`config.mk`:
```
export PLATFORM = sky130hd
export DESIGN_NAME = usb_rcv_seq
export DESIGN_NICKNAME = d
export VERILOG_FILES = /design/src/rtl/usb_rcv_seq.sv
export SDC_FILE = /design/constraint.sdc
export NUM_CORES = 1
export LEC_CHECK = 0
export CAP_MARGIN = 20
export CELL_PAD_IN_SITES_DETAIL_PLACEMENT = 1
export CELL_PAD_IN_SITES_GLOBAL_PLACEMENT = 1
export CORE_MARGIN = 4
export CORE_UTILIZATION = 46
export CTS_BUF_LIST = sky130_fd_sc_hd__clkbuf_8 sky130_fd_sc_hd__clkbuf_16
export CTS_CLUSTER_SIZE = 8
export DETAILED_ROUTE_END_ITERATION = 16
export GPL_ROUTABILITY_DRIVEN = 0
export PLACE_DENSITY_LB_ADDON = 0.1
export SLEW_MARGIN = 20
export SYNTH_ARGS = -nofsm -noshare
export SYNTH_HDL_FRONTEND = slang
export SYNTH_SLANG_ARGS = --single-unit
```
`constraint.sdc`:
```
create_clock -name clk -period 3 [get_ports clk]
set_clock_uncertainty 0.2 [all_clocks]
set_input_delay 0.6 -clock clk [delete_from_list [all_inputs] [get_ports clk]]
set_output_delay 0.6 -clock clk [all_outputs]
set_load 0.05 [all_outputs]
```
`src/rtl/usb_rcv_seq.sv`:
```
// usb_rcv_seq: receive-side sequencer for the bit-serial USB receive FIFO.
// Writes de-stuffed payload bits into the FIFO, checks CRC16 and length,
// rolls back the trailing CRC on success and clears the FIFO on error.
module usb_rcv_seq #(
    parameter int unsigned MAX_BYTES = 64,
    parameter int unsigned CNT_WIDTH = 7
) (
    input  logic                 clk,
    input  logic                 rst0_async,
    input  logic                 rst0_sync,
    input  logic                 rx_start,
    input  logic                 rx_is_setup,
    input  logic                 rx_bit_en,
    input  logic                 rx_bit,
    input  logic                 rx_eop,
    input  logic                 rx_err,
    input  logic                 fifo_full,
    output logic                 fifo_wr_en,
    output logic                 fifo_wr_data,
    output logic                 fifo_wr_minus16,
    output logic                 fifo_clr0,
    output logic                 busy,
    output logic                 done,
    output logic                 ok,
    output logic                 err_crc,
    output logic                 err_len,
    output logic                 err_ovf,
    output logic [CNT_WIDTH-1:0] byte_cnt
);

    // Payload plus the two CRC bytes; the bit counter saturates here.
    localparam int unsigned MaxBits = (MAX_BYTES + 2) * 8;
    localparam int unsigned BitW    = $clog2(MaxBits + 1);

    typedef enum logic [1:0] {StIdle, StRecv, StCheck, StAbort} state_e;

    state_e               state_q, state_d;
    logic [15:0]          crc_q, crc_d;
    logic [BitW-1:0]      bit_cnt_q, bit_cnt_d;
    logic                 setup_q, setup_d;
    logic                 ovf_q, ovf_d;
    logic                 wr_en_q, wr_en_d;
    logic                 wr_data_q, wr_data_d;
    logic                 minus16_q, minus16_d;
    logic                 clr0_q, clr0_d;
    logic                 done_q, done_d;
    logic                 ok_q, ok_d;
    logic                 err_crc_q, err_crc_d;
    logic                 err_len_q, err_len_d;
    logic                 err_ovf_q, err_ovf_d;
    logic [CNT_WIDTH-1:0] byte_cnt_q, byte_cnt_d;

    logic                 len_bad, crc_bad, at_limit;
    logic [BitW-1:0]      payload_bits;

    // Reflected CRC16 (poly 0x8005), one bit per call.
    function automatic logic [15:0] crc_step(input logic [15:0] c, input logic b);
        logic fb;
        fb = c[0] ^ b;
        return (c >> 1) ^ (fb ? 16'hA001 : 16'h0000);
    endfunction

    assign at_limit     = (bit_cnt_q == BitW'(MaxBits));
    assign len_bad      = (bit_cnt_q[2:0] != 3'd0) || (bit_cnt_q < BitW'(16)) ||
                          (setup_q && (bit_cnt_q != BitW'(80)));
    // Residual of a good packet in the reflected register is 0xB001.
    assign crc_bad      = (crc_q != 16'hB001);
    assign payload_bits = bit_cnt_q - BitW'(16);

    // State register.
    always_ff @(posedge clk or negedge rst0_async) begin
        if (!rst0_async) begin
            state_q <= StIdle;
        end else if (!rst0_sync) begin
            state_q <= StIdle;
        end else begin
            state_q <= state_d;
        end
    end

    // Next-state logic.
    always_comb begin
        state_d = state_q;
        unique case (state_q)
            StIdle:  if (rx_start) state_d = StRecv;
            StRecv: begin
                if (rx_err) begin
                    state_d = StAbort;
                end else if (rx_eop) begin
                    state_d = StCheck;
                end
            end
            StCheck: state_d = (len_bad || crc_bad || ovf_q) ? StAbort : StIdle;
            StAbort: state_d = StIdle;
            default: state_d = StIdle;
        endcase
    end

    // Datapath and registered-output next values.
    always_comb begin
        crc_d      = crc_q;
        bit_cnt_d  = bit_cnt_q;
        setup_d    = setup_q;
        ovf_d      = ovf_q;
        wr_en_d    = 1'b0;
        wr_data_d  = 1'b0;
        minus16_d  = 1'b0;
        clr0_d     = 1'b1;
        done_d     = 1'b0;
        ok_d       = ok_q;
        err_crc_d  = err_crc_q;
        err_len_d  = err_len_q;
        err_ovf_d  = err_ovf_q;
        byte_cnt_d = byte_cnt_q;
        unique case (state_q)
            StIdle: begin
                if (rx_start) begin
                    crc_d      = 16'hFFFF;
                    bit_cnt_d  = '0;
                    setup_d    = rx_is_setup;
                    ovf_d      = 1'b0;
                    ok_d       = 1'b0;
                    err_crc_d  = 1'b0;
                    err_len_d  = 1'b0;
                    err_ovf_d  = 1'b0;
                    byte_cnt_d = '0;
                end
            end
            StRecv: begin
                if (rx_bit_en) begin
                    crc_d = crc_step(crc_q, rx_bit);
                    if (at_limit || fifo_full) begin
                        ovf_d = 1'b1;
                    end else begin
                        wr_en_d   = 1'b1;
                        wr_data_d = rx_bit;
                    end
                    if (!at_limit) begin
                        bit_cnt_d = bit_cnt_q + BitW'(1);
                    end
                end
            end
            StCheck: begin
                err_len_d  = len_bad;
                err_crc_d  = crc_bad;
                err_ovf_d  = ovf_q;
                byte_cnt_d = (bit_cnt_q < BitW'(16)) ? '0 : CNT_WIDTH'(payload_bits >> 3);
                if (!(len_bad || crc_bad || ovf_q)) begin
                    minus16_d = 1'b1;
                    done_d    = 1'b1;
                    ok_d      = 1'b1;
                end
            end
            StAbort: begin
                clr0_d = 1'b0;
                done_d = 1'b1;
                ok_d   = 1'b0;
            end
            default: ;
        endcase
    end

    // Datapath and output registers.
    always_ff @(posedge clk or negedge rst0_async) begin
        if (!rst0_async) begin
            crc_q      <= 16'hFFFF;
            bit_cnt_q  <= '0;
            setup_q    <= 1'b0;
            ovf_q      <= 1'b0;
            wr_en_q    <= 1'b0;
            wr_data_q  <= 1'b0;
            minus16_q  <= 1'b0;
            clr0_q     <= 1'b1;
            done_q     <= 1'b0;
            ok_q       <= 1'b0;
            err_crc_q  <= 1'b0;
            err_len_q  <= 1'b0;
            err_ovf_q  <= 1'b0;
            byte_cnt_q <= '0;
        end else if (!rst0_sync) begin
            crc_q      <= 16'hFFFF;
            bit_cnt_q  <= '0;
            setup_q    <= 1'b0;
            ovf_q      <= 1'b0;
            wr_en_q    <= 1'b0;
            wr_data_q  <= 1'b0;
            minus16_q  <= 1'b0;
            clr0_q     <= 1'b1;
            done_q     <= 1'b0;
            ok_q       <= 1'b0;
            err_crc_q  <= 1'b0;
            err_len_q  <= 1'b0;
            err_ovf_q  <= 1'b0;
            byte_cnt_q <= '0;
        end else begin
            crc_q      <= crc_d;
            bit_cnt_q  <= bit_cnt_d;
            setup_q    <= setup_d;
            ovf_q      <= ovf_d;
            wr_en_q    <= wr_en_d;
            wr_data_q  <= wr_data_d;
            minus16_q  <= minus16_d;
            clr0_q     <= clr0_d;
            done_q     <= done_d;
            ok_q       <= ok_d;
            err_crc_q  <= err_crc_d;
            err_len_q  <= err_len_d;
            err_ovf_q  <= err_ovf_d;
            byte_cnt_q <= byte_cnt_d;
        end
    end

    assign busy            = (state_q != StIdle);
    assign fifo_wr_en      = wr_en_q;
    assign fifo_wr_data    = wr_data_q;
    assign fifo_wr_minus16 = minus16_q;
    assign fifo_clr0       = clr0_q;
    assign done            = done_q;
    assign ok              = ok_q;
    assign err_crc         = err_crc_q;
    assign err_len         = err_len_q;
    assign err_ovf         = err_ovf_q;
    assign byte_cnt        = byte_cnt_q;

endmodule
```
# Yosys cells after proc, flatten, opt, wreduce, memory -nomap -nowiden
# Index checks and enable logic that the tools add are counted.
# word_totals
n_memories	0
in_bits	10
latch_bits	0
mem_bits_rw	0
word_cells	105
regBits	46
rom_bits	0
# op_classes
bitwise	2
div	0
n_shift	0
multipliers	0
eq_ne	17
mux	52
addsub	2
magnitude_cmp	1
reduce_logical	16
# op_table
operator	count
2-to-1 mux 16 bit	4
2-to-1 mux 10 bit	4
one-hot mux 16 bit (2 select lines)	1
2-to-1 mux 1 bit	26
2-to-1 mux 7 bit	3
one-hot mux 10 bit (2 select lines)	1
inequality test 16 bit (second input constant)	1
XOR 15 x 16 -> 16 bit	1
inequality test 3 bit (second input constant)	5
one-hot mux 7 bit (2 select lines)	1
adder 10 x 1 -> 10 bit (second input constant)	1
equality test 10 bit (second input constant)	1
< comparator 10 x 5 -> 1 bit (second input constant)	1
2-to-1 mux 2 bit	5
inequality test 10 x 7 -> 1 bit (second input constant)	1
one-hot mux 1 bit (2 select lines)	5
subtractor 10 x 5 -> 10 bit (second input constant)	1
one-hot mux 2 bit (4 select lines)	1
AND reduction 4 bit	2
inequality test 3 x 1 -> 1 bit (second input constant)	2
AND reduction 2 bit	3
AND reduction 3 bit	2
logical OR 1 bit	5
equality test 2 bit (second input constant)	2
other kinds (10)	11

# Depth between registers and ports, before layout
# Gate-level depths: netlist of the first run.
# logic_depth
depth_word	8
depth_mapped	7
ltp_nobuf	6

# Worst setup path before layout of the first run
# OpenSTA, ideal clock, no wires.
# synth_path
path_type	register -> register
from	register bit_cnt_q[0]
to	register bit_cnt_q[2]
arrival_ns	1.657
stages_incl_launch_ff	8
period_less_slack_ns	1.935
t_required_ns	2.722
path_slack_ns	1.065
setup_time_ns	0.078
cell_sequence	dfrtp_1 -> inv_1 -> ha_1 -> nand4bb_1 -> and4b_1 -> clkbuf_1 -> or4_1 -> a21oi_1
# synth_via
elab_chain_len	5
# synth_rtl
item	line_no	text
start: declaration	39	logic [BitW-1:0] bit_cnt_q, bit_cnt_d;
start signal: assignment	197	bit_cnt_q <= bit_cnt_d;
adder 10 x 1 -> 10 bit	139	bit_cnt_d = bit_cnt_q + BitW'(1);
2-to-1 mux 10 bit	138	if (!at_limit) begin
2-to-1 mux 10 bit	130	if (rx_bit_en) begin
one-hot mux 10 bit (2 select lines)	115	unique case (state_q)
2-to-1 mux 10 bit	180	end else if (!rst0_sync) begin
# Several ways; a longest one is shown, not always the timed one. The select of a mux whose other input is x is not followed.
# A chain may end at the register's enable or synchronous reset.

# Worst setup path in the final report of the first run
# layout_path
from	register state_q[0]
to	output port busy
# layout_via
elab_chain_len	1
# layout_rtl
item	line_no	text
start: declaration	37	state_e state_q, state_d;
start signal: assignment	73	state_q <= StIdle;
start signal: assignment	75	state_q <= StIdle;
start signal: assignment	77	state_q <= state_d;
nonzero test 2 bit	213	assign busy = (state_q != StIdle);
end: declaration	22	output logic busy,
# Every way passes these cells.

==> out/results.txt, run 1 <==
status: completed
Post-synth EDFFs: 0
routed vias: 1863
VDD IR max: 271 uV
Setup Buffers After CTS: 0
DR vias/cell: 5.45
critical path startpoint: state_q[0]$_DFFE_PN0P_
# DRC: 0
1st-iter DRT viols: 70
measured slew at the worst slew-check pin: 0.892 ns
worst reg2reg path depth: 5
hold_buf cts: 0
CTS tree: yes
clock root cell: clkbuf_8
sequential share of the synthesized area: 50.2%
leading area contributor after synthesis: dfrtp_1
Max-slew headroom: 40.5%
Mapped Cells: 248
vias in the first global route: 1956
full die area: 6280 um^2
Inserted Clock Buffers: 5
synth cell count leaders: nor2_1 (36), dfrtp_1 (29), nand2_1 (21), nor3_1 (18), o21ai_0 (18)
Arr. time, crit path: 1.92 ns
Slew Limit Fails: 0
largest net degree at the start of global routing: 40
Reg clk slew, reported paths: 0.09 ns
pre-CTS WS: 0.271 ns
CP Launch Type: flop
Pre-antenna DRT Iters: 4
gr ovfl total: 0
Syn. warnings: 0
share of Yosys cell area claimed by the top area cell type: 31.1%
ratio of cells with drive above 1 in the final layout: 12.7%
H-tree Lvls: 2
R2R Path End: crc_q[9]$_DFFE_PN1P_
clk_lat worst skew: 0.30 ns
post-synth cell types: 46
ANT cells: 0
Final Hold Fails: 0
clock buffer depth: 2
Initial Util: 48.5%
antenna violations before repair: 0
routed len/inst: 16.5 um
# rows: 25
die width: 79.3 um
nets@finish: 289
CP Capture Type: output port
core area: 4820 um^2
Area Growth Syn to Fin: 16.9%
internal reg-to-reg setup slack: 0.77 ns
GRT Resource Usage Total: 19.5%
# setup viols final: 0
setup total negative slack: 0 ns
post-DP HPWL: 4.05 mm
fin crit share: 90.8%
Mapped Nets: 263
Leak: 0.00108 uW
drt total wl: 5.64 mm
dominant synthesized flop cell: dfrtp_1
Final Critical Period: 2.72 ns
Post-CTS Resized: 0
RSZ-0062 raised after global routing: false
Hold Path Class: in -> async
first-pass GRT wire length: 9.71 mm
Layout Utilization: 56.7%
I/O Buffers: 26
Setup Crit Path Kind: reg -> out
ys async rst share: 100%
clock sinks: 46
synth top area cells: dfrtp_1 (31%), dfstp_2 (19%), nor2_1 (5.8%), nor3_1 (3.9%), o21ai_0 (3.9%)
most frequent cell after synthesis: nor2_1
reg2reg start: state_q[0]$_DFFE_PN0P_
Mean Syn Cell Area: 9.42 um^2
Fillers: 576
Antenna Nets Post-Route: 0
crit-path max FO: 13
DIE HEIGHT: 79.3 um
Achievable Freq: 0.367 GHz
post-layout worst setup margin: 0.277 ns
pwr/cell area: 464 nW/um^2
register bit count reported by yosys: 46
Post-Syn Area: 2340 um^2
I/O pins: 27
Req. time, crit path: 2.20 ns
maxcap violations: 0
## power breakdown
group / switching, uW / total, uW / internal, uW
clock network: 207 / 366 / 159
registers: 25.9 / 674 / 648
logic: 153 / 228 / 74.6
total: 386 / 1270 / 882
## state kept, by name (all words and copies together), names as in the netlist
name,flops
byte_cnt,7
err_crc,1
fifo_wr_en,1
crc_q,16
err_len,1
setup_q,1
ok,1
fifo_clr0,1
state_q,2
err_ovf,1
ovf_q,1
bit_cnt_q,10
done,1
fifo_wr_data,1
fifo_wr_minus16,1
## layout by cell type, fill, tap and decap left out, types with 3 or more instances in the layout
cell	n
dfstp_2	17
buf_4	6
o211ai_1	3
inv_1	13
xnor2_1	5
clkdlybuf4s50_1	25
nand3_1	6
mux2i_1	3
nand2b_1	4
or4_1	5
nor3_1	18
nand2_1	21
dfrtp_1	29
o31ai_1	4
or3_1	5
nor2b_1	3
a21oi_1	12
clkbuf_8	5
ha_1	5
o21ai_0	18
nor2_1	36
## stage by stage
stage,std cells,hold WS (ns),power (uW),instance area (um^2)
3_3_place_gp,334,0.258,910,2650
2_1_floorplan,248,0.104,833,2340
4_1_cts,342,0.234,1280,2730
5_1_grt,342,0.272,1330,2730
3_5_place_dp,334,0.269,915,2650
6_report,342,0.220,1270,2730
## how the worst max path moves through the flow
stage	slack, ns	cells after the start	to
after floorplan	1.07	7	bit_cnt_q[2]$_DFFE_PN0P_
after global placement	0.31	5	bit_cnt_q[7]$_DFFE_PN0P_
after detailed placement	0.27	5	bit_cnt_q[7]$_DFFE_PN0P_
after CTS	0.25	3	busy
after global routing	0.17	3	busy
final	0.28	3	busy
## routing by layer
metal	GRT usage, %	wire, um
met3	2.95	133
met4	6.87	97
met2	32.0	2810
met1	26.3	2600
met5	0	0
## critical path, cell delays in order, from the launching register on
cell	delay, ns
dfrtp_1	0.59
inv_1	0.15
nand2_1	0.09
clkdlybuf4s50_1	0.79
## layout make-up
type	count	area (um^2)	share of cell area (%)
Tap cell	67	83.8	3.07
Timing Repair Buffer	32	300	11.0
Multi-Input combinational cell	178	1050	38.5
Clock buffer	5	68.8	2.52
Clock inverter	3	13.8	0.504
Inverter	11	41.3	1.51
Sequential cell	46	1170	42.9
## cell families (layout without fill, tap and decap cells)
kind of cell             Yosys count  after routing  synth area share, %
adder cells (fa/ha/maj)            5              5                 2.68
buffers and inverters             24             51                 4.87
AO/OA/AOI/OAI                     50             50                 13.1
AND/OR/NAND/NOR                  113            113                 25.2
XOR/XNOR                           7              7                 2.62
flip-flops                        46             46                 50.2
multiplexers                       3              3                 1.29
No activity file was read; power rests on OpenSTA's default activity.
==> inputs of run 2 (changes only) <==
CAP_MARGIN = 0   (was 20)
CELL_PAD_IN_SITES_DETAIL_PLACEMENT = not set   (was 1)
CELL_PAD_IN_SITES_GLOBAL_PLACEMENT = not set   (was 1)
CORE_UTILIZATION = 60   (was 46)
GPL_TIMING_DRIVEN = 1   (was not set)
PLACE_DENSITY = 0.85   (was not set)
PLACE_DENSITY_LB_ADDON = not set   (was 0.1)
==> run 2 against run 1 <==
Via count shrank 2.4%; combinational power shrank 8%; wire length shrank 20%; hold slack lost 0.027 ns; cell count shrank 6.1%; clock-buffer cell count is the same; setup slack lost 0.0034 ns; critical path type unchanged; critical endpoint unchanged.
==> out/results.txt, run 2 (synthesis results as in run 1) <==
largest net degree at the start of global routing: 39 (was 40)
pre-CTS WS: 0.369 ns (was 0.271 ns)
Leak: 0.00107 uW (was 0.00108 uW)
core area: 3720 um^2 (was 4820 um^2)
routed len/inst: 14.0 um (was 16.5 um)
Slew Limit Fails: 0 (unchanged)
Clock Power Share: 29.2% (was 28.9%)
Setup Crit Path Kind: reg -> out (unchanged)
clock sinks: 46 (unchanged)
commonest non-fill, non-tap cell in the layout: nor2_1 (unchanged)
measured slew at the worst slew-check pin: 0.827 ns (was 0.892 ns)
full die area: 4960 um^2 (was 6280 um^2)
Inserted Clock Buffers: 5 (unchanged)
nets@finish: 287 (was 289)
Req. time, crit path: 2.20 ns (about the same)
Final Hold Fails: 0 (unchanged)
I/O pins: 27 (unchanged)
1st-iter DRT viols: 138 (was 70)
hold_buf cts: 0 (unchanged)
cell area after placement: 2610 um^2 (was 2650 um^2)
DR vias/cell: 5.66 (was 5.45)
antenna violations before repair: 0 (unchanged)
Pre-antenna DRT Iters: 4 (unchanged)
max reg flops: 16 (unchanged)
clock buffer depth: 2 (unchanged)
hold slack: 0.193 ns (was 0.220 ns)
VDD IR max: 276 uV (was 271 uV)
fin crit share: 90.9% (was 90.8%)
CP Capture Type: output port (unchanged)
internal power: 879 uW (was 882 uW)
Arr. time, crit path: 1.93 ns (was 1.92 ns)
switching share of power: 30.0% (was 30.4%)
DIE HEIGHT: 70.4 um (was 79.3 um)
Hold Path Class: in -> async (unchanged)
# setup viols final: 0 (unchanged)
GRT Resource Usage Total: 19.8% (was 19.5%)
most flop-heavy register: crc_q (unchanged)
Final Critical Period: 2.73 ns (was 2.72 ns)
CP Launch Type: flop (unchanged)
post-DP HPWL: 3.26 mm (was 4.05 mm)
Net Sw Power: 376 uW (was 386 uW)
routed vias: 1818 (was 1863)
RSZ-0062 raised after global routing: false (unchanged)
# rows: 22 (was 25)
setup total negative slack: 0 ns (unchanged)
ratio of cells with drive above 1 in the final layout: 12.5% (was 12.7%)
ANT cells: 0 (unchanged)
vias in the first global route: 1752 (was 1956)
power share of the combinational group: 16.7% (was 18.0%)
Flop pwr share: 54.1% (was 53.2%)
Reg clk slew, reported paths: 0.09 ns (about the same)
gr ovfl total: 0 (unchanged)
crit-path max FO: 13 (unchanged)
Achievable Freq: 0.367 GHz (about the same)
CTS tree: yes (unchanged)
post-layout worst setup margin: 0.274 ns (was 0.277 ns)
Antenna Nets Post-Route: 0 (unchanged)
die width: 70.4 um (was 79.3 um)
Area Growth Syn to Fin: 15.4% (was 16.9%)
Post-CTS Resized: 0 (unchanged)
status: completed (unchanged)
H-tree Lvls: 2 (unchanged)
Initial Util: 62.9% (was 48.5%)
pwr/cell area: 466 nW/um^2 (was 464 nW/um^2)
# DRC: 0 (unchanged)
clock root cell: clkbuf_8 (unchanged)
I/O Buffers: 26 (unchanged)
Max-slew headroom: 44.9% (was 40.5%)
first-pass GRT wire length: 8.03 mm (was 9.71 mm)
maxcap violations: 0 (unchanged)
clk_lat worst skew: 0.30 ns (about the same)
drt total wl: 4.49 mm (was 5.64 mm)
most frequent cells in the layout: nor2_1 (36), dfrtp_1 (29), clkdlybuf4s50_1 (25), nand2_1 (21) (unchanged)
power consumption: 1260 uW (was 1270 uW)
Setup Buffers After CTS: 0 (unchanged)
Post-Layout Inst Area: 2700 um^2 (was 2730 um^2)
==> run 2: cell count changes in the layout (fill, tap and decap cells not counted) <==
cell	change
inv_4	-1
clkinv_4	+1
clkinv_2	+1
buf_4	-2
inv_1	-1
==> run 2: layout make-up <==
cell class                 count  area [um^2]
sequential                    46         1170
multi-input combinational    178         1050
fill                         282         1020
timing repair buffer          30          285
clock buffer                   5         68.8
tap                           48         60.1
inverter                      11         41.3
clock inverter                 3         17.5
==> run 2: power groups by stage <==
stage	Clock (uW)	Combinational, uW	Sequential, uW
after floorplan	0	136	697
after global placement	0	207	689
after detailed placement	0	210	690
after CTS	370	211	678
after global routing	400	232	685
final	367	209	679
==> run 2: critical path, cell delays in order, from the launching register on <==
cell and delay (ns):
dfrtp_1 0.60, inv_1 0.15, nand2_1 0.09, clkdlybuf4s50_1 0.80
==> run 2: final timing paths <==
path,startpoint,to,slack (ns),depth (start not counted)
max,state_q[0]$_DFFE_PN0P_,busy,0.27,3
min,rst0_async,byte_cnt[3]$_DFFE_PN0P_,0.19,1
min reg2reg,byte_cnt[4]$_DFFE_PN0P_,byte_cnt[4]$_DFFE_PN0P_,0.28,2
max reg2reg,state_q[0]$_DFFE_PN0P_,bit_cnt_q[2]$_DFFE_PN0P_,0.83,5
min in group clk,byte_cnt[4]$_DFFE_PN0P_,byte_cnt[4]$_DFFE_PN0P_,0.28,2
max in group asynchronous,rst0_async,crc_q[5]$_DFFE_PN1P_,1.68,2
==> run 2: layer usage <==
metal | share of wire (%) | up-vias | track usage (%)
met5 | 0 | - | 0
li1 | - | 913 | -
met1 | 45 | 871 | 25.9
met2 | 50 | 27 | 32.5
met3 | 3.6 | 7 | 5.18
met4 | 1.2 | 0 | 5.11
==> run 2: through the flow <==
step                      util, %  instances
final                        72.5        321
after global routing         72.5        321
after CTS                    72.5        321
after detailed placement     70.2        313
after global placement       70.2        313
after floorplan                 -        248
==> inputs of run 3 (changes only) <==
CORE_MARGIN = 8   (was 4)
SKIP_CTS_REPAIR_TIMING = 1   (was not set)
==> run 3 against run 2 <==
Combinational power hardly changed; core utilization rose by 0.10 points; power rose by 0.83%; clock power rose by 3%; largest cell class unchanged; hold slack got worse by 0.19 ns; sequential power is essentially flat; non-clock buffer count unchanged; the flow now finishes with violations (negative hold slack); sequential share of layout area is 0.061 points lower; cell count unchanged; setup slack improved by 0.0048 ns; global-route usage is 4.4 points lower.
==> out/results.txt, run 3 (synthesis results as in run 1) <==
antenna violations before repair: 0 (unchanged)
critical path startpoint: state_q[0]$_DFFE_PN0P_ (unchanged)
GRT Resource Usage Total: 15.4% (was 19.8%)
max reg flops: 16 (unchanged)
routed wl met2: 2.28 mm (was 2.26 mm)
reg2reg start: bit_cnt_q[4]$_DFFE_PN0P_ (was state_q[0]$_DFFE_PN0P_)
first-pass GRT wire length: 7.71 mm (was 8.03 mm)
DR vias/cell: 5.72 (was 5.66)
Leak: 0.00108 uW (was 0.00107 uW)
ANT cells: 0 (unchanged)
clk_lat worst skew: 0.30 ns (about the same)
worst reg2reg path depth: 6 (was 5)
drt total wl: 4.50 mm (was 4.49 mm)
clock sinks: 46 (unchanged)
Pre-antenna DRT Iters: 4 (unchanged)
most flop-heavy register: crc_q (unchanged)
core area: 3720 um^2 (unchanged)
failing checks: negative hold slack
vias in the first global route: 1749 (was 1752)
routed len/inst: 14.0 um (about the same)
Hold Path Class: in -> async (unchanged)
clock root cell: clkbuf_8 (unchanged)
most frequent cells in the layout: nor2_1 (36), dfrtp_1 (29), clkdlybuf4s50_1 (25), nand2_1 (21) (unchanged)
H-tree Lvls: 2 (unchanged)
fin crit share: 90.7% (was 90.9%)
die width: 78.4 um (was 70.4 um)
I/O pins: 27 (unchanged)
full die area: 6150 um^2 (was 4960 um^2)
I/O Buffers: 26 (unchanged)
Inserted Clock Buffers: 5 (unchanged)
setup total negative slack: 0 ns (unchanged)
largest net degree at the start of global routing: 31 (was 39)
# rows: 22 (unchanged)
CTS tree: yes (unchanged)
# setup viols final: 0 (unchanged)
Final Critical Period: 2.72 ns (was 2.73 ns)
pwr/cell area: 469 nW/um^2 (was 466 nW/um^2)
Req. time, crit path: 2.20 ns (about the same)
CP Launch Type: flop (unchanged)
crit-path max FO: 13 (unchanged)
WL met3: 223 um (was 163 um)
CP Capture Type: output port (unchanged)
measured slew at the worst slew-check pin: 0.635 ns (was 0.827 ns)
hold slack: -0.00207 ns (was 0.193 ns)
Final Hold Fails: 6 (was 0)
nets@finish: 287 (unchanged)
maxcap violations: 0 (unchanged)
commonest non-fill, non-tap cell in the layout: nor2_1 (unchanged)
Area Growth Syn to Fin: 15.5% (was 15.4%)
1st-iter DRT viols: 113 (was 138)
internal reg-to-reg setup slack: 0.88 ns (was 0.83 ns)
clock buffer depth: 2 (unchanged)
Top Layer Used: met4 (unchanged)
RSZ-0062 raised after global routing: false (unchanged)
Initial Util: 62.9% (unchanged)
VDD IR max: 319 uV (was 276 uV)
Antenna Nets Post-Route: 0 (unchanged)
# DRC: 0 (unchanged)
Slew Limit Fails: 0 (unchanged)
post-DP HPWL: 3.33 mm (was 3.26 mm)
met1 WL: 1.93 mm (was 2.02 mm)
R2R Path End: ok$_DFFE_PN0P_ (was bit_cnt_q[2]$_DFFE_PN0P_)
gr ovfl total: 0 (unchanged)
routed vias: 1836 (was 1818)
Setup Crit Path Kind: reg -> out (unchanged)
Reg clk slew, reported paths: 0.09 ns (about the same)
DIE HEIGHT: 78.4 um (was 70.4 um)
ratio of cells with drive above 1 in the final layout: 12.1% (was 12.5%)
Achievable Freq: 0.367 GHz (about the same)
Max-slew headroom: 57.6% (was 44.9%)
status: complete, but fails checks (was completed)
Arr. time, crit path: 1.92 ns (was 1.93 ns)
[run 3: where the power goes]
group | total (uW) | switching [uW] | internal (uW) | leakage, uW
Clock | 379 | 198 | 181 | 0.0000538
Sequential | 679 | 30.7 | 648 | 0.000579
Combinational | 208 | 138 | 69.6 | 0.000444
[run 3: worst max path at each step]
stage / end / cells after the start
final: busy / 3
after global routing: busy / 3
after CTS: busy / 3
after detailed placement: bit_cnt_q[6]$_DFFE_PN0P_ / 5
after global placement: bit_cnt_q[6]$_DFFE_PN0P_ / 5
after floorplan: bit_cnt_q[2]$_DFFE_PN0P_ / 7
[run 3: worst max-delay path, stage by stage, from the launching register on]
cell and delay (ns):
dfrtp_1 0.59, inv_1 0.15, nand2_1 0.09, clkdlybuf4s50_1 0.80
[run 3: cell type report]
class	instances	area, um^2
clock buffer	6	82.6
sequential	46	1170
timing repair buffer	30	285
tap	48	60.1
fill	280	1020
clock inverter	2	7.51
inverter	11	41.3
multi-input combinational	178	1050
[run 3: routing by layer]
layer | global-route usage (%) | up-vias
li1 | - | 918
met1 | 17.8 | 870
met2 | 26.7 | 41
met3 | 3.19 | 7
met4 | 7.04 | 0
met5 | 0 | -
[run 3: through the flow]
stage               util, %  cells  setup WS (ns)  cell area [um^2]  power, uW
floorplan                 -    248           1.07              2340        833
global placement       70.2    313          0.415              2610        896
detailed placement     70.2    313          0.389              2610        898
CTS                    72.6    321          0.273              2700       1280
global route           72.6    321          0.166              2700       1330
finish                 72.6    321          0.279              2700       1270
